==> src/rtl/ib_bm_initiator.sv <==
`default_nettype none
// ============================================================================
// Module   : ib_bm_initiator
// Brief    : Tagged bus-master request initiator with busy-tag tracking.
//            Optional REQ-to-ACK watchdog enabled by macro IB_BM_TIMEOUT_EN.
// Revision : 1.0
// ============================================================================
module ib_bm_initiator #(
  parameter int MAX_PENDING    = 8,
  parameter int TIMEOUT_CYCLES = 1024
) (
  input  logic        CLK,
  input  logic        RESET,
  input  logic [63:0] CMD_GLOBAL_ADDR,
  input  logic [31:0] CMD_LOCAL_ADDR,
  input  logic [11:0] CMD_LENGTH,
  input  logic [1:0]  CMD_TRANS_TYPE,
  input  logic        CMD_VLD,
  output logic        CMD_RDY,
  output logic [63:0] BM_GLOBAL_ADDR,
  output logic [31:0] BM_LOCAL_ADDR,
  output logic [11:0] BM_LENGTH,
  output logic [1:0]  BM_TRANS_TYPE,
  output logic [15:0] BM_TAG,
  output logic        BM_REQ,
  input  logic        BM_ACK,
  input  logic [15:0] BM_OP_TAG,
  input  logic        BM_OP_DONE,
  output logic [3:0]  DONE_TAG,
  output logic        DONE_VLD,
  output logic [4:0]  PENDING,
  output logic        ERR_SPURIOUS
`ifdef IB_BM_TIMEOUT_EN
  ,
  output logic        ERR_TIMEOUT
`endif
);

  if (MAX_PENDING < 1 || MAX_PENDING > 16 || TIMEOUT_CYCLES < 2 || TIMEOUT_CYCLES > 65535) begin : g_param_check
    $error("ib_bm_initiator: parameter out of range");
  end

  localparam logic [4:0] C_MAX_PEND = 5'(MAX_PENDING);

  typedef enum logic [0:0] {
    S_IDLE = 1'b0,
    S_REQ  = 1'b1
  } state_t;

  state_t      state_q, state_d;
  logic [3:0]  next_tag_q, next_tag_d;
  logic [15:0] busy_q, busy_d;
  logic [4:0]  pending_q, pending_d;
  logic [63:0] gaddr_q, gaddr_d;
  logic [31:0] laddr_q, laddr_d;
  logic [11:0] len_q, len_d;
  logic [1:0]  ttype_q, ttype_d;
  logic [3:0]  req_tag_q, req_tag_d;
  logic        done_vld_q, done_vld_d;
  logic [3:0]  done_tag_q, done_tag_d;
  logic        err_spur_q, err_spur_d;

  logic        w_rdy;
  logic        w_accept;
  logic        w_ack;
  logic        w_done_ok;

  always_comb begin
    state_d    = state_q;
    next_tag_d = next_tag_q;
    busy_d     = busy_q;
    pending_d  = pending_q;
    gaddr_d    = gaddr_q;
    laddr_d    = laddr_q;
    len_d      = len_q;
    ttype_d    = ttype_q;
    req_tag_d  = req_tag_q;
    done_tag_d = done_tag_q;

    w_rdy      = (state_q == S_IDLE) && (pending_q < C_MAX_PEND) && !busy_q[next_tag_q];
    w_accept   = CMD_VLD && w_rdy;
    w_ack      = (state_q == S_REQ) && BM_ACK;
    // Completions are judged against the pre-edge bitmap, so a tag issued on
    // this same edge can never be retired by it.
    w_done_ok  = BM_OP_DONE && (BM_OP_TAG[15:4] == 12'd0) && busy_q[BM_OP_TAG[3:0]];
    done_vld_d = w_done_ok;
    err_spur_d = err_spur_q | (BM_OP_DONE && !w_done_ok);

    if (w_done_ok) begin
      busy_d[BM_OP_TAG[3:0]] = 1'b0;
      done_tag_d             = BM_OP_TAG[3:0];
    end

    if (w_ack) begin
      busy_d[req_tag_q] = 1'b1;
      next_tag_d        = next_tag_q + 4'd1;
      state_d           = S_IDLE;
    end

    case ({w_ack, w_done_ok})
      2'b10:   pending_d = pending_q + 5'd1;
      2'b01:   pending_d = pending_q - 5'd1;
      default: pending_d = pending_q;
    endcase

    if (w_accept) begin
      state_d   = S_REQ;
      gaddr_d   = CMD_GLOBAL_ADDR;
      laddr_d   = CMD_LOCAL_ADDR;
      len_d     = CMD_LENGTH;
      ttype_d   = CMD_TRANS_TYPE;
      req_tag_d = next_tag_q;
    end
  end

  always_ff @(posedge CLK) begin
    if (!RESET) begin
      state_q    <= S_IDLE;
      next_tag_q <= 4'd0;
      busy_q     <= 16'd0;
      pending_q  <= 5'd0;
      gaddr_q    <= 64'd0;
      laddr_q    <= 32'd0;
      len_q      <= 12'd0;
      ttype_q    <= 2'd0;
      req_tag_q  <= 4'd0;
      done_vld_q <= 1'b0;
      done_tag_q <= 4'd0;
      err_spur_q <= 1'b0;
    end else begin
      state_q    <= state_d;
      next_tag_q <= next_tag_d;
      busy_q     <= busy_d;
      pending_q  <= pending_d;
      gaddr_q    <= gaddr_d;
      laddr_q    <= laddr_d;
      len_q      <= len_d;
      ttype_q    <= ttype_d;
      req_tag_q  <= req_tag_d;
      done_vld_q <= done_vld_d;
      done_tag_q <= done_tag_d;
      err_spur_q <= err_spur_d;
    end
  end

`ifdef IB_BM_TIMEOUT_EN
  localparam logic [15:0] C_TMO_LIM = 16'(TIMEOUT_CYCLES - 1);

  logic [15:0] tmo_cnt_q, tmo_cnt_d;
  logic        err_tmo_q, err_tmo_d;

  // Counter saturates so a limit near the top of the range still trips.
  always_comb begin
    tmo_cnt_d = 16'd0;
    err_tmo_d = err_tmo_q;
    if (state_q == S_REQ) begin
      tmo_cnt_d = (tmo_cnt_q != 16'hFFFF) ? tmo_cnt_q + 16'd1 : tmo_cnt_q;
      if (tmo_cnt_q >= C_TMO_LIM) begin
        err_tmo_d = 1'b1;
      end
    end
  end

  always_ff @(posedge CLK) begin
    if (!RESET) begin
      tmo_cnt_q <= 16'd0;
      err_tmo_q <= 1'b0;
    end else begin
      tmo_cnt_q <= tmo_cnt_d;
      err_tmo_q <= err_tmo_d;
    end
  end

  assign ERR_TIMEOUT = err_tmo_q;
`else
`endif

  assign CMD_RDY        = w_rdy;
  assign BM_REQ         = (state_q == S_REQ);
  assign BM_TAG         = {12'd0, req_tag_q};
  assign BM_GLOBAL_ADDR = gaddr_q;
  assign BM_LOCAL_ADDR  = laddr_q;
  assign BM_LENGTH      = len_q;
  assign BM_TRANS_TYPE  = ttype_q;
  assign PENDING        = pending_q;
  assign DONE_VLD       = done_vld_q;
  assign DONE_TAG       = done_tag_q;
  assign ERR_SPURIOUS   = err_spur_q;

endmodule
`default_nettype wire

==> config.mk <==
export PLATFORM = sky130hd
export DESIGN_NAME = ib_bm_initiator
export DESIGN_NICKNAME = d
export VERILOG_FILES = /design/src/rtl/ib_bm_initiator.sv
export SDC_FILE = /design/constraint.sdc
export NUM_CORES = 1
export LEC_CHECK = 0
export ABC_AREA = 1
export ABC_CLOCK_PERIOD_IN_PS = 4700
export BUFFER_PORTS_ARGS = -buffer_cell sky130_fd_sc_hd__buf_4
export CORE_ASPECT_RATIO = 1.75
export CORE_MARGIN = 8
export CORE_UTILIZATION = 54
export CTS_BUF_LIST = sky130_fd_sc_hd__clkbuf_4
export CTS_CLUSTER_SIZE = 28
export DETAILED_ROUTE_END_ITERATION = 10
export PLACE_DENSITY = 0.88
export SLEW_MARGIN = 10
export SYNTH_ARGS = -nofsm -noshare
export SYNTH_HDL_FRONTEND = slang
export SYNTH_SLANG_ARGS = --single-unit
==> constraint.sdc <==
create_clock -name CLK -period 4.7 [get_ports CLK]
set_clock_uncertainty 0.15 [all_clocks]
set_input_delay 0.235 -clock CLK [delete_from_list [all_inputs] [get_ports CLK]]
set_output_delay 0.235 -clock CLK [all_outputs]
set_load 0.02 [all_outputs]
; ---- Yosys cells after proc, flatten, opt, wreduce, memory -nomap -nowiden
; Cells that the tools add are included.
[word_totals]
register_bits = 146
input_bits = 131
out_inout_bits = 139
elab_cells = 55
[classes]
add_sub_neg = 3
n_lt_le_gt_ge = 6
n_eq_ne = 2
muxes = 13
n_bitwise = 5
n_reduce_logical = 14
[ops]
columns = op, count
row1 = 2-to-1 mux 16 bit, 2
row2 = bitwise AND 16 bit, 1
row3 = NOT 16 bit, 1
row4 = bitwise OR 16 bit, 1
row5 = "less-than comparator 4 x 5 -> 1 bit, second input constant", 3
row6 = logical NOT 12 bit, 1
row7 = case mux 5 bit (2 select lines), 1
row8 = logical AND 1 bit, 9
row9 = binary-select mux 1 bit (select 4 bit), 2
row10 = demux 1 bit (select 4 bit), 2
row11 = ">= comparator 4 x 1 -> 1 bit, second input constant", 2
row12 = 2-to-1 mux 1 bit, 6
row13 = "adder 5 x 1 -> 5 bit, second input constant", 1
row14 = "less-than comparator 5 x 4 -> 1 bit, second input constant", 1
row15 = "subtractor 5 x 1 -> 5 bit, second input constant", 1
row16 = "adder 4 x 1 -> 4 bit, second input constant", 1
row17 = nonzero test 2 bit, 2
row18 = "equality test 2 x 1 -> 1 bit, second input constant", 1
row19 = "equality test 2 bit, second input constant", 1
row20 = logical NOT 1 bit, 2
row21 = NOT 1 bit, 1
row22 = bitwise OR 1 bit, 1

; ---- Longest topological paths before layout
; Gate-level depths: netlist of run 1.
[logic_depth]
depth_word = 9
mapped_depth = 22
mapped_depth_nobuf = 21

; ---- Least setup slack after synthesis of run 1
; Ideal clock, no wire load.
[synth_path]
path_kind = input port to flip-flop
from = input BM_OP_TAG[0]
to = register pending_q[4] (netlist: PENDING[4])
setup_time_ps = 113
arrival_time_ps = 2295
required_time_ps = 4437
setup_slack_ps = 2142
path_stages = 18
n_path_buf = 1
cell_sequence = buf_4 nand2_2 inv_2 nand2_1 nand4_1 a21oi_2 nand2_2 inv_2 ha_1 xor2_1 ha_1 a21o_1 nand3_1 nand2_1 o21ai_0 nand2_1 nand2_1 nor2_1
[synth_between]
elab_chain_len = 5
word_cells_on_any_way = 7
classes_between = eq/ne: 2 / mux: 3 / reduce/logical: 2
[synth_lines]
columns = element, line
row1 = start: declaration, 27  ; input logic [15:0] BM_OP_TAG,
row2 = binary-select mux 1 bit (select 4 bit) (*), 85  ; w_done_ok = BM_OP_DONE && (BM_OP_TAG[15:4] == 12'd0) && busy_q[BM_OP_TAG[3:0]];
row3 = 2-to-1 mux 1 bit (implied by the code) (*), 85
row4 = logical AND 1 bit (*), 85
row5 = named net done_vld_d, 59  ; logic done_vld_q, done_vld_d;
row6 = equality test 2 x 1 -> 1 bit or equality test 2 bit (tied branches), 100  ; case ({w_ack, w_done_ok})
row7 = case mux 5 bit (2 select lines) or nonzero test 2 bit (tied branches), --
row8 = end signal: assignment, 134  ; pending_q <= pending_d;
row9 = end: declaration, 53  ; logic [4:0] pending_q, pending_d;
; Mark *: on every way through the listed nets, which the timed path passes. The rest lies on a longest branch. The select of a mux whose other input is x is not followed.
; A chain may end at the register's enable or synchronous reset.

; ---- Worst setup path in the final report of run 1
[layout_path]
from = register next_tag_q[0]
to = register gaddr_q[17] (netlist: BM_GLOBAL_ADDR[17])
[layout_between]
elab_chain_len = 5
[layout_lines]
columns = element, line
row1 = start: declaration, 51  ; logic [3:0] next_tag_q, next_tag_d;
row2 = start signal: assignment, 132  ; next_tag_q <= next_tag_d;
row3 = binary-select mux 1 bit (select 4 bit), 80  ; w_rdy = (state_q == S_IDLE) && (pending_q < C_MAX_PEND) && !busy_q[next_tag_q];
row4 = 2-to-1 mux 1 bit (implied by the code), 80
row5 = logical NOT 1 bit, 80
row6 = logical AND 1 bit, 80
row7 = logical AND 1 bit, 81  ; w_accept = CMD_VLD && w_rdy;
row8 = end signal: assignment, 135  ; gaddr_q <= gaddr_d;
row9 = end: declaration, 54  ; logic [63:0] gaddr_q, gaddr_d;
; No other way between the ends. The select of a mux whose other input is x is not followed.

==> results of run 1 <==
sequential cells by signal, summed over array words and instances, names as in the netlist, 2 cells and up:
signal and count:
BM_GLOBAL_ADDR 64, BM_LOCAL_ADDR 32, busy_q 16, BM_LENGTH 12, PENDING 5, DONE_TAG 4, next_tag_q 4, req_tag_q 4
BM_TRANS_TYPE 2
how the worst max path moves through the flow:
stage,end
floorplan,PENDING[4]
global placement,PENDING[4]
detailed placement,PENDING[4]
CTS,BM_GLOBAL_ADDR[17]
global route,BM_GLOBAL_ADDR[27]
finish,BM_GLOBAL_ADDR[17]
power breakdown:
| group | switching [mW] | leakage, nW | total [mW] | internal [mW] |
|---|---|---|---|---|
| registers | 0.102 | 1.20 | 1.48 | 1.38 |
| logic | 0.706 | 4.17 | 1.19 | 0.480 |
| clock network | 0.495 | 0.151 | 0.859 | 0.364 |
metal layers:
layer,share of wire,vias up,GRT usage
li1,-,3830,-
met1,0.31,3765,0.310
met2,0.51,543,0.620
met3,0.086,189,0.104
met4,0.090,0,0.327
met5,0,-,0
worst max-delay path, delay by kind of cell (launching register included):
kind,cells,cell delay (ps)
DFF,1,640
buffers and inverters,2,1100
and+or+nand+nor,7,1300
AOI/OAI and AO/OA,1,120
cell families after synthesis:
logic type,share of synthesized area
other cells,0.000556
xor+xnor,0.00649
simple gates,0.375
fa+ha+maj,0.00927
compound gates,0.0298
flops,0.433
buf+inv,0.146
stage by stage:
stage	setup WS [ps]	area, sq um
6_report	1210	10300
5_1_grt	1020	10300
4_1_cts	1440	10300
3_5_place_dp	1490	8590
3_3_place_gp	1580	8590
2_1_floorplan	2140	6790
repair_timing:
action	CTS	global route
endpoints found under the hold margin	118	0
hold buffers	146	0
setup buffers	0	0
gates resized for setup	0	0
layout make-up:
| cell class | count | area [sq um] | area share |
|---|---|---|---|
| antenna | 2 | 5.00 | 0.000484 |
| multi-input combinational | 704 | 2890 | 0.280 |
| tap | 168 | 210 | 0.0203 |
| timing repair buffer | 406 | 3430 | 0.331 |
| clock buffer | 17 | 128 | 0.0123 |
| sequential | 146 | 2920 | 0.282 |
| clock inverter | 14 | 165 | 0.0160 |
| inverter | 159 | 597 | 0.0577 |
cells in the final DEF, fill, tap and decap left out, types with 2 or more instances in the layout:
cell,count
sky130_fd_sc_hd__inv_2,5
sky130_fd_sc_hd__and3_1,2
sky130_fd_sc_hd__clkbuf_4,17
sky130_fd_sc_hd__bufinv_16,3
sky130_fd_sc_hd__nand2_2,3
sky130_fd_sc_hd__ha_1,5
sky130_fd_sc_hd__dlygate4sd3_1,146
sky130_fd_sc_hd__clkinvlp_4,2
sky130_fd_sc_hd__nor2_1,273
sky130_fd_sc_hd__nand3_1,45
sky130_fd_sc_hd__inv_1,154
sky130_fd_sc_hd__nand4_1,2
sky130_fd_sc_hd__nand2_1,309
sky130_fd_sc_hd__a21oi_1,26
sky130_fd_sc_hd__nand3_2,2
sky130_fd_sc_hd__o21ai_0,7
sky130_fd_sc_hd__nor3_1,4
sky130_fd_sc_hd__diode_2,2
sky130_fd_sc_hd__clkinv_4,4
sky130_fd_sc_hd__xor2_1,5
sky130_fd_sc_hd__dfxtp_1,146
sky130_fd_sc_hd__conb_1,12
sky130_fd_sc_hd__clkinv_1,3
sky130_fd_sc_hd__buf_4,259
==> run summary, run 1 <==
Setup violations remaining at the end of the flow were counted as 0. The logs give 0.263 mV for the highest ir drop seen on vdd and 0.444 for the relative slew slack. In this run the worst hold path is classified as primary input to register. The final-report max-slew violation count is 0, and the clock latency at the later pin of the worst-skew pair is 540 ps. Static timing analysis puts the maximum clock frequency at 286 MHz. Buffers inserted during clock tree synthesis total 17. The worst hold path begins at BM_OP_TAG[15]. Yosys attributes the largest share of cell area to sky130_fd_sc_hd__dfxtp_1 (43%), sky130_fd_sc_hd__nand2_1 (17%), sky130_fd_sc_hd__nor2_1 (15%). In this run the critical register-to-register path is captured at BM_GLOBAL_ADDR[17]. The first global-routing pass estimated 44500 um of wire. The proportion of netlist area held by the largest area contributor is 0.433. The worst hold path was traced through 8 stages.

The run gives 1 as the number of antenna violations at the first check in global routing. Most repeated cell in the gate-level netlist after synthesis: sky130_fd_sc_hd__nand2_1. The overall overflow remaining after global route was 0. The commonest cells after synthesis are sky130_fd_sc_hd__nand2_1 (309), sky130_fd_sc_hd__nor2_1 (273), sky130_fd_sc_hd__inv_1 (154), sky130_fd_sc_hd__dfxtp_1 (146), sky130_fd_sc_hd__nand3_1 (45). The endpoint type of the worst setup path is a register. The worst register-to-register path begins at next_tag_q[0]. For the initial core utilization, the log shows 0.546. 270 I/O pins were placed.

The number of placed instances, taps included, is 1437. Walking the worst path, the cells encountered are nand2_1 -> o211ai_1 -> nand3_1 -> nand3_2 -> nand4_4 -> buf_12 -> nand2_1 -> nand2_1 -> nor2_1 -> dlygate4sd3_1. The count of port buffers added during placement came out at 257.

The number of H-tree branching levels is 4, and the number of rows in the core area is 54. The number of instances in the synthesized netlist was 1056; the post-route fraction of the period consumed by the critical path was 0.743. The element type at the critical path start was a register. Hold timing on the final database bottoms out at a slack of 216 ps. Ratio of routed vias to standard cells: 5.15. Data on the critical path is required at its endpoint by 5030 ps. The tools report the area of the core region as 12400 sq um.

Among the stages of the critical path, the cell type that occurs most often is sky130_fd_sc_hd__nand2_1. The overall power is 3.52 mW, and the count of synthesis-stage warnings from yosys is 0. Counting flops with a built-in enable in the synthesized netlist gives 0. Measured in cells, the most critical reg-to-reg path has a length of 10. The analysis attributes to cell leakage a power of 5.52 nW. The synthesized flop and latch total is 146, and the number of clock sinks seen by CTS is 146. For the distinct cell type count after synthesis, the log shows 29. The overall global routing resource usage was 0.351. The top flip-flop cell by instance count after synthesis was sky130_fd_sc_hd__dfxtp_1.

In the final design database the tool counted 1570 nets. For the number of filler cells placed in the layout, the log shows 717. The biggest cell delay along the critical path was 640 ps.

The critical path is of the register to register type. The actual slew at the worst max-slew pin came out at 834 ps. The clock root buffer master is sky130_fd_sc_hd__clkbuf_4. STA puts the critical path data arrival time at 3830 ps. The overall die area is 16500 sq um, and the average footprint of a synthesized cell is 6.39 sq um. The worst min-delay path endpoint was DONE_VLD. For this block, the initial DRC count from the detailed router was 660. For this block, the via count after detailed routing is 8327. The mapped netlist covers 6750 sq um. The congestion estimate from routability-driven global placement came to 0.935.

Remaining number of nets flagged by the antenna check after routing: 0. For the sequential area share after synthesis, the log shows 0.433. The register clock-pin slew on the reported worst setup and hold paths was 130 ps. TritonCTS built the clock tree. Along the worst path, the maximum fanout reaches 140. The final total negative setup slack was 0 ps. Entering global routing, the biggest net connects 141 pins.

The number of optimization iterations in the first detailed-route pass was 5. The run gives 0 as the number of DRC violations after detailed routing. The count of non-filler cells in the finished layout came out at 1616. Wire length per cell: 18.1 um.

The largest individual stage delay along the critical path comes from the cell sky130_fd_sc_hd__dfxtp_1. The worst path in the final design needs a cycle of 3490 ps, including I/O delays and setup. The number of failing hold endpoints at the final stage is 0. The flow ran to the end, and the final reports show no timing, DRC or antenna violations.

The final routed wirelength across all metal layers was 29200 um. Setup repair after global routing left no endpoint under its margin. The share of cells above drive strength 1 works out to 0.209. Via count of the first global-routing pass: 8740.

The worst setup path startpoint was next_tag_q[0]. The share of flip-flops with an asynchronous set or reset after synthesis came out at 0. The power density relative to cell area is 341 nW/um^2, and the largest buffer count on any clock path is 2.

The biggest area contributor in the post-synthesis netlist is sky130_fd_sc_hd__dfxtp_1. The sum of net half-perimeters after detailed placement was 15500 um. The max-cap violation count is 0.

From left edge to right edge, the die measures 101 um. The die extent in y is 164 um. The register-to-register setup slack was 1210 ps; the layout overhead on the synthesized area was 53.3%.

Final standard cell utilization of the core: 0.837.
No activity file was read; power rests on OpenSTA's default activity.
==> run 2, diff against run 1 <==
- ABC_CLOCK_PERIOD_IN_PS: 4700 -> 3640
- CORE_UTILIZATION: 54 -> 50
- PLACE_DENSITY: 0.88 -> 0.82
- clock period: 4.7 -> 3.64 ns (I/O delays scaled with it)
==> run 2 against run 1 <==
Against the previous run: core utilization fell by 8.2 points; sequential power rose by 28%; via count fell by 7.1%; routed wire length fell by 12%; first-iteration DRC count fell by 37%.
==> run summary, run 2 (synthesized netlist as in run 1, its figures left out) <==
The final-report max-slew violation count is 0 (unchanged), and the die extent in y is 170 um (+3.5%). TritonCTS built the clock tree. The remaining number of nets flagged by the antenna check after routing is 0 (unchanged), and the met1 usage in global routing is 0.253 (-0.0570).

The max-cap violation count was 0 (unchanged); the register-to-register setup slack was 750 ps (-460 ps). Setup repair after global routing left no endpoint under its margin. The run gives 0 ps (unchanged) as the final total negative setup slack.

The ratio of routed vias to standard cells is 4.85 (-5.9%), and the maximum number of pins on one net before global-route repair is 86 (-39%). The worst reg2reg path depth was 21 (+11); the overall overflow remaining after global route was 0 (unchanged). The logs give 56 (+3.7%) for the number of rows in the core area and 17 (unchanged) for the total CTS buffers. The highest ir drop seen on vdd came out at 0.341 mV (+30%).

Clock root buffer master: sky130_fd_sc_hd__clkbuf_4. The total setup violations reported at the end of the flow came out at 0 (unchanged). The leakage dissipation is 5.36 nW (-3.0%), and the hold-critical path depth is 4 (-4). The biggest cell delay along the critical path came out at 540 ps (-100 ps).

Number of buffers and inverters on the critical path: 4 (+2). In this run the critical register-to-register path is launched from busy_q[11]. The worst setup path is captured at a register.

The wire length per cell is 16.0 um (-11%). The global routing stage identified its most utilized layer as met2. The number of primary I/O pins came out at 270 (unchanged).

The register clock-pin slew on the reported worst setup and hold paths was 130 ps (about the same). The path class of the tightest hold or removal check is primary input to register. The run gives 0 (unchanged) as the number of DRC violations after detailed routing.

The die boundary width came out at 104 um (+3.3%). The path with the worst hold slack has its endpoint at BM_GLOBAL_ADDR[8]. Among cell families on the critical path, the largest total delay comes from simple AND/OR/NAND/NOR gates.

The post-route fraction of the period consumed by the critical path was 0.819. The logs give 961 (+34%) for the number of filler cells placed in the layout and 0.507 (-0.0389) for the initial core utilization. The layout overhead on the synthesized area came out at 49.0%. Count of nets after finishing: 1544 (-1.7%).

The relative slew slack is 0.464 (+0.0198), and the number of clock sinks seen by CTS is 146 (unchanged). The number of buffers inserted by post-CTS setup repair is 0 (unchanged). Largest buffer count on any clock path: 2 (unchanged).

The worst path needs 2980 ps of the cycle, external delays included. The clock latency at the later pin of the worst-skew pair is 530 ps (about the same). The placer's final routability congestion estimate was 0.903 (-3.5%); the share of cells above drive strength 1 was 0.216 (+0.00735). The tools report the arrival time at the worst endpoint as 3300 ps (-530 ps).

Number of H-tree branching levels: 4 (unchanged). The flow ran to the end, and the final reports show no timing, DRC or antenna violations. The fmax came out at 336 MHz. The number of flip-flops under the largest register name came out at 64 (unchanged).

The number of optimization iterations in the first detailed-route pass came out at 7 (+2). Overall die area: 17600 sq um (+7.0%). The power density relative to cell area is 424 nW/um^2 (+25%). Critical-path cell with the highest stage delay: sky130_fd_sc_hd__dlygate4sd3_1. The number of failing hold endpoints at the final stage was 0 (unchanged).

The tools report the number of vias in the routed layout as 7736 (-7.1%). The number of resized instances in the post-cts repair step was 0 (unchanged). The largest driver fanout on the critical path is 17 (-88%). The worst hold path begins at RESET.

The tools report the required time at the endpoint of the critical path as 3960 ps (-1070 ps). Walking the worst path, the cells encountered are dlygate4sd3_1 -> buf_4 -> nand2_2 -> inv_2 -> nand2_1 -> nand2_1 -> nor2_1 -> nor2_2 -> nor2_4 -> nand2_2 -> inv_2 -> ha_1 -> xor2_1 -> ha_1 -> a21o_1 -> nand3_1 -> nand2_1 -> a21oi_1 -> o21ai_0 -> nand2_1 -> nand2_1 -> nor2_1. Reg-to-reg critical path endpoint: PENDING[4]. Leaving out fill and tap cells, the most frequent cell in the layout is sky130_fd_sc_hd__nand2_1. The run gives 0.755 (-0.0816) as the final standard cell utilization of the core. The via count of the first global-routing pass is 8070 (-7.7%). The count of port buffers added during placement is 257 (unchanged), and the area of the core region is 13300 sq um (+7.7%). The detailed router's first-iteration violation count was 416 (-37%). The element type at the critical path start is a primary input.

In the layout the commonest cells are sky130_fd_sc_hd__nand2_1 (309), sky130_fd_sc_hd__nor2_1 (273), sky130_fd_sc_hd__buf_4 (261). The run gives 39900 um (-10%) as the global-route wire length before repair. The met2 usage in global routing is 0.514 (-0.106). The run gives 0.0920 (-0.0124) as the met3 capacity usage during global routing. The sum of net half-perimeters after detailed placement was 15500 um (+0.12%); the number of antenna violations at the first check in global routing was 2 (+1). The tools report the final routed wirelength across all metal layers as 25600 um (-12%). Counting stages on the worst path, the most repeated cell is sky130_fd_sc_hd__nand2_1. The actual slew at the worst max-slew pin works out to 803 ps (-30.6 ps). Type of the worst setup path: primary input to register. Overall global routing resource usage: 0.282 (-0.0683).
[run 2: cell type report]
class                      instances  area, sq um  area share
clock buffer                      18          135      0.0134
tap                              174          218      0.0217
timing repair buffer             380         3170       0.315
multi-input combinational        704         2890       0.288
sequential                       146         2920       0.291
antenna                            2         5.00    0.000498
clock inverter                    13          113      0.0112
inverter                         159          597      0.0594
[run 2: how the worst max path moves through the flow]
stage	startpoint	end	slack, ps	cells past startpoint
2_1_floorplan	BM_OP_TAG[0]	PENDING[4]	1140	18
3_3_place_gp	BM_OP_TAG[0]	PENDING[4]	790	21
3_5_place_dp	BM_OP_TAG[0]	PENDING[4]	710	21
4_1_cts	BM_OP_TAG[0]	PENDING[4]	720	22
5_1_grt	BM_OP_TAG[0]	PENDING[4]	340	23
6_report	BM_OP_TAG[0]	PENDING[4]	660	22
[run 2: what timing repair did]
| item | CTS | global route |
|---|---|---|
| hold endpoints to repair | 117 | 0 |
| setup endpoints to repair | 0 | 0 |
| hold buffers | 117 | 0 |
[run 2: power by group]
group / switching [mW] / internal, mW / total (mW)
Clock: 0.603 / 0.342 / 0.946
Sequential: 0.114 / 1.78 / 1.89
Combinational: 0.851 / 0.577 / 1.43
[run 2: tightest hold or removal path: stages]
cell,delay [ps]
sky130_fd_sc_hd__buf_4,130
sky130_fd_sc_hd__buf_4,310
sky130_fd_sc_hd__nand2_1,140
sky130_fd_sc_hd__nor2_1,30
[run 2: layer usage]
metal,vias up,part of all wire,wire length [um]
met2,366,0.53,13500
met5,-,0,0
met4,0,0.072,1830
met3,121,0.075,1920
li1,3772,-,-
met1,3477,0.33,8310
[run 2: metrics by stage]
stage	total power [mW]	std cells	hold slack (ps)	setup WS (ps)	area, sq um
after floorplan	2.69	1067	167	1140	6790
after global placement	3.15	1446	251	786	8630
after detailed placement	3.17	1446	259	711	8630
after CTS	4.21	1594	116	723	10000
after global routing	4.50	1596	126	342	10100
final	4.26	1596	167	660	10100
==> run 3, diff against run 2 <==
- ABC_AREA: 1 -> 0
- ABC_CLOCK_PERIOD_IN_PS: 3640 -> 3060
- CORE_UTILIZATION: 50 -> 49
- PLACE_DENSITY: 0.82 -> 0.83
- clock period: 3.64 -> 3.06 ns (I/O delays scaled with it)
==> run 3 against run 2 <==
Against the previous run: core utilization grew 5.2 points; cell area fell by 1.3%; die area shrank 7.2%; critical endpoint unchanged; power increased by 4.2%; global-route usage up 0.27 points.
==> run summary, run 3 <==
The flow ran to the end, and the final reports show no timing, DRC or antenna violations. In this run the worst setup path terminates at PENDING[4]. The number of antenna violations at the first check in global routing is 4 (+2), and the overall power is 4.44 mW (+4.2%). The global-route wire length before repair was 37000 um (-7.4%). For the detailed router's first-iteration violation count, the log shows 401 (-3.6%). By count the netlist is led by sky130_fd_sc_hd__dfxtp_1 (146), sky130_fd_sc_hd__nand2_1 (134), sky130_fd_sc_hd__o21ai_0 (125), sky130_fd_sc_hd__nand3_1 (117), sky130_fd_sc_hd__clkbuf_1 (48). Sum of net half-perimeters after detailed placement: 13900 um (-11%). The library cell used most frequently in the layout, excluding fill and tap cells, is sky130_fd_sc_hd__buf_4. The tools report the overall global routing resource usage as 0.285 (+0.00267).

The final-layout worst hold slack is 212 ps (+45.7 ps). Kind of cell with the highest combined delay on the critical path: compound AO/OA/AOI/OAI gates. The area fraction in compound gates after synthesis was 0.146 (+0.116).

The fraction of the mapped netlist area in simple logic gates came out at 0.242 (-0.133). The tools report the final routed wirelength across all metal layers as 24000 um (-6.3%). The number of primary I/O pins came out at 270 (unchanged). The class of the worst hold path is primary input to register. The number of clock sinks seen by CTS is 146 (unchanged), and the portion of netlist area occupied by mux cells is 0.0441 (+0.0441). The number of flip-flops under the largest register name came out at 64 (unchanged). The worst slack after detailed placement is 111 ps (-600 ps), and the synthesized flop and latch total is 146 (unchanged).

For this design, the slowest cell found on the critical path is sky130_fd_sc_hd__mux4_2. The most repeated cell in the gate-level netlist after synthesis is sky130_fd_sc_hd__dfxtp_1. The run gives 2920 sq um (about the same) as the sequential cell area in the final layout. The tools report the mapped cell area as 6070 sq um (-10%). The register-to-register setup slack was 110 ps (-640 ps). The sequential area share after synthesis was 0.482 (+0.0485).

Setup repair after global routing could not meet its margin everywhere. By area the synthesized netlist is led by sky130_fd_sc_hd__dfxtp_1 (48%), sky130_fd_sc_hd__o21ai_0 (10%), sky130_fd_sc_hd__nand3_1 (9.6%). The placer's final routability congestion estimate is 0.911 (+0.93%).

The total setup violations reported at the end of the flow is 0 (unchanged). The tools report the highest ir drop seen on vdd as 0.351 mV (+3.0%). Largest family of logic cells by synthesized area: simple AND/OR/NAND/NOR gates. Most used cell along the critical path: sky130_fd_sc_hd__ha_1. The leakage dissipation is 4.29 nW (-20%), and the share of flip-flops with an asynchronous set or reset after synthesis is 0 (unchanged). The count of synthesis-stage warnings from yosys is 0 (unchanged), and the count of flip-flops with a built-in enable after synthesis is 0 (unchanged). The maximum number of pins on one net before global-route repair was 113 (+31%); the number of rows in the core area was 54 (-3.6%).

The logs give 6965 (-10%) for the number of vias in the routed layout and 17 (unchanged) for the total CTS buffers. The count of non-filler cells in the finished layout was 1308 (-18%); the required time at the endpoint of the critical path was 3360 ps (-600 ps). The synthesized-area fraction occupied by xor and xnor cells came out at 0.0115 (+0.00506). Among all flip-flop cells after synthesis, the most frequent one is sky130_fd_sc_hd__dfxtp_1.

The arrival time at the worst endpoint was 3250 ps (-50 ps); the layout overhead on the synthesized area was 63.6%. The logs give 1257 (-19%) for the count of nets after finishing and 510 ps (-20 ps) for the clock latency at the later pin of the worst-skew pair. Via count of the first global-routing pass: 7182 (-11%). The actual slew at the worst max-slew pin was 758 ps (-45.2 ps); the register clock-pin slew on the reported worst setup and hold paths was 140 ps (about the same). The wire length per cell was 18.3 um (+14%).

In the layout the commonest cells are sky130_fd_sc_hd__buf_4 (267), sky130_fd_sc_hd__dlygate4sd3_1 (152), sky130_fd_sc_hd__dfxtp_1 (145). The clock root buffer master is sky130_fd_sc_hd__clkbuf_4. For the overall overflow remaining after global route, the log shows 0 (unchanged).

The number of filler cells placed in the layout is 731 (-24%), and the proportion of netlist area held by the largest area contributor is 0.482 (+0.0485). The relative slew slack was 0.491 (+0.0268); the adder and majority cell fraction of the synthesized area was 0.0103 (+0.00104). Final-report max-slew violation count: 0 (unchanged).

The area of the core region was 12300 sq um (-7.6%); the share of cells above drive strength 1 was 0.276 (+0.0594). The least setup slack across all paths after layout was 113 ps (-547 ps). The run gives 16300 sq um (-7.2%) as the overall die area. The worst reg2reg path depth is 11 (-48%), and the largest buffer count on any clock path is 2 (unchanged). Walking the worst path, the cells encountered are mux4_2 -> o311ai_4 -> a21oi_2 -> ha_1 -> xor2_1 -> ha_1 -> o21a_1 -> o21ai_0 -> nand2b_1 -> a211oi_1 -> mux2i_1. The biggest cell delay along the critical path is 520 ps (-20 ps). The ratio of routed vias to standard cells is 5.32 (+9.9%).

Endpoint type of the worst setup path: a register. Derived from the worst setup path, the maximum achievable clock frequency is 339 MHz. The number of failing hold endpoints at the final stage was 0 (unchanged). The worst setup path is launched from a register.

The cell type with the highest aggregate area in the netlist is sky130_fd_sc_hd__dfxtp_1. The critical path starts at busy_q[1]. The type of the worst setup path was register to register. Power density relative to cell area: 448 nW/um^2 (+5.5%). The average footprint of a synthesized cell was 8.14 sq um (+27%). The post-route fraction of the period consumed by the critical path was 0.963; the number of H-tree branching levels was 4 (unchanged).

The number of optimization iterations in the first detailed-route pass came out at 6 (-1). The tools report the area of the multi-input gates as 2830 sq um (-2.1%). TritonCTS built the clock tree. The largest driver fanout on the critical path was 3 (-14). The die extent in y is 163 um (-3.8%), and the distinct cell type count after synthesis is 43 (+48%). The total instance count after detailed placement is 1118 (-23%).

Number of buffers and inverters on the critical path: 0 (-4). The startpoint identified for the worst register-to-register timing path is busy_q[1]. Count of port buffers added during placement: 257 (unchanged). In this run the critical register-to-register path is captured at PENDING[4]. The number of DRC violations after detailed routing came out at 0 (unchanged). The run gives 0.494 (-0.0134) as the initial core utilization. The tools report the remaining number of nets flagged by the antenna check after routing as 0 (unchanged). The max-cap violation count is 0 (unchanged). The run gives 0.807 (+0.0521) as the final standard cell utilization of the core.

The number of stages on the worst setup path was 11 (-50%); the die boundary width was 100 um (-3.6%). The final critical delay including setup and external delays works out to 2950 ps. The tools report the number of instances in the synthesized netlist as 746 (-29%).
-- run 3: changes by cell type in the layout (fill, tap and decap cells not counted), sizes merged, moves of 20 or more --
cell / previous run / this run
dlygate4sd3: 117 / 152
inv: 161 / 3
nand3: 47 / 117
o21ai: 8 / 133
nand2: 312 / 134
nor2: 275 / 21
mux2i: 0 / 20
-- run 3: kinds of logic (layout without fill, tap and decap cells) --
family / after synthesis / in the layout
compound gates: 165 / 165
xor+xnor: 8 / 8
fa+ha+maj: 5 / 5
buf+inv: 80 / 455
flops: 146 / 146
mux: 23 / 23
other cells: 1 / 20
simple gates: 318 / 318
-- run 3: power breakdown --
part | internal [mW] | switching, mW | total [mW]
Combinational | 0.462 | 0.515 | 0.976
Clock | 0.657 | 0.718 | 1.37
Sequential | 2.02 | 0.0752 | 2.09
Total | 3.13 | 1.31 | 4.44
-- run 3: area by class of cell --
type / instances / area share
Timing Repair Buffer: 424 / 0.364
Tap cell: 168 / 0.0212
Clock inverter: 12 / 0.0185
Antenna cell: 8 / 0.00202
Inverter: 1 / 0.000378
Clock buffer: 18 / 0.0136
Sequential cell: 146 / 0.295
Multi-Input combinational cell: 531 / 0.285
-- run 3: worst min-delay path by stage --
stage	start	end	slack [ps]	cells after the start
floorplan	CMD_GLOBAL_ADDR[20]	BM_GLOBAL_ADDR[20]	140	2
global placement	CMD_GLOBAL_ADDR[21]	BM_GLOBAL_ADDR[21]	240	3
detailed placement	CMD_GLOBAL_ADDR[24]	BM_GLOBAL_ADDR[24]	260	3
CTS	BM_OP_TAG[14]	busy_q[2]	110	6
global route	BM_OP_TAG[14]	busy_q[2]	200	6
finish	BM_OP_TAG[15]	busy_q[2]	210	6
-- run 3: stage by stage --
step,setup TNS (ps),instance area [sq um]
after floorplan,0,6120
after global placement,0,8040
after detailed placement,0,8040
after CTS,0,9880
after global routing,-103,9920
final,0,9930
-- run 3: tightest hold or removal path, stage by stage --
cell	delay, ps
sky130_fd_sc_hd__buf_4	80
sky130_fd_sc_hd__nor2_1	40
sky130_fd_sc_hd__and4_1	200
sky130_fd_sc_hd__nand4_1	210
sky130_fd_sc_hd__o211ai_1	100
sky130_fd_sc_hd__o21ai_0	70
-- run 3: metal layers --
metal,vias up,wire [um],GRT usage
met5,-,0,0
met4,0,1340,0.189
met3,95,1680,0.0768
met2,339,12700,0.513
met1,3226,8240,0.277
li1,3305,-,-
-- run 3: timing repair --
item | in CTS | in global routing
hold buffers | 152 | 0
setup buffers | 0 | 0
endpoints found under the hold margin | 143 | 0
endpoints found under the setup margin | 0 | 6
resized for setup | 0 | 4
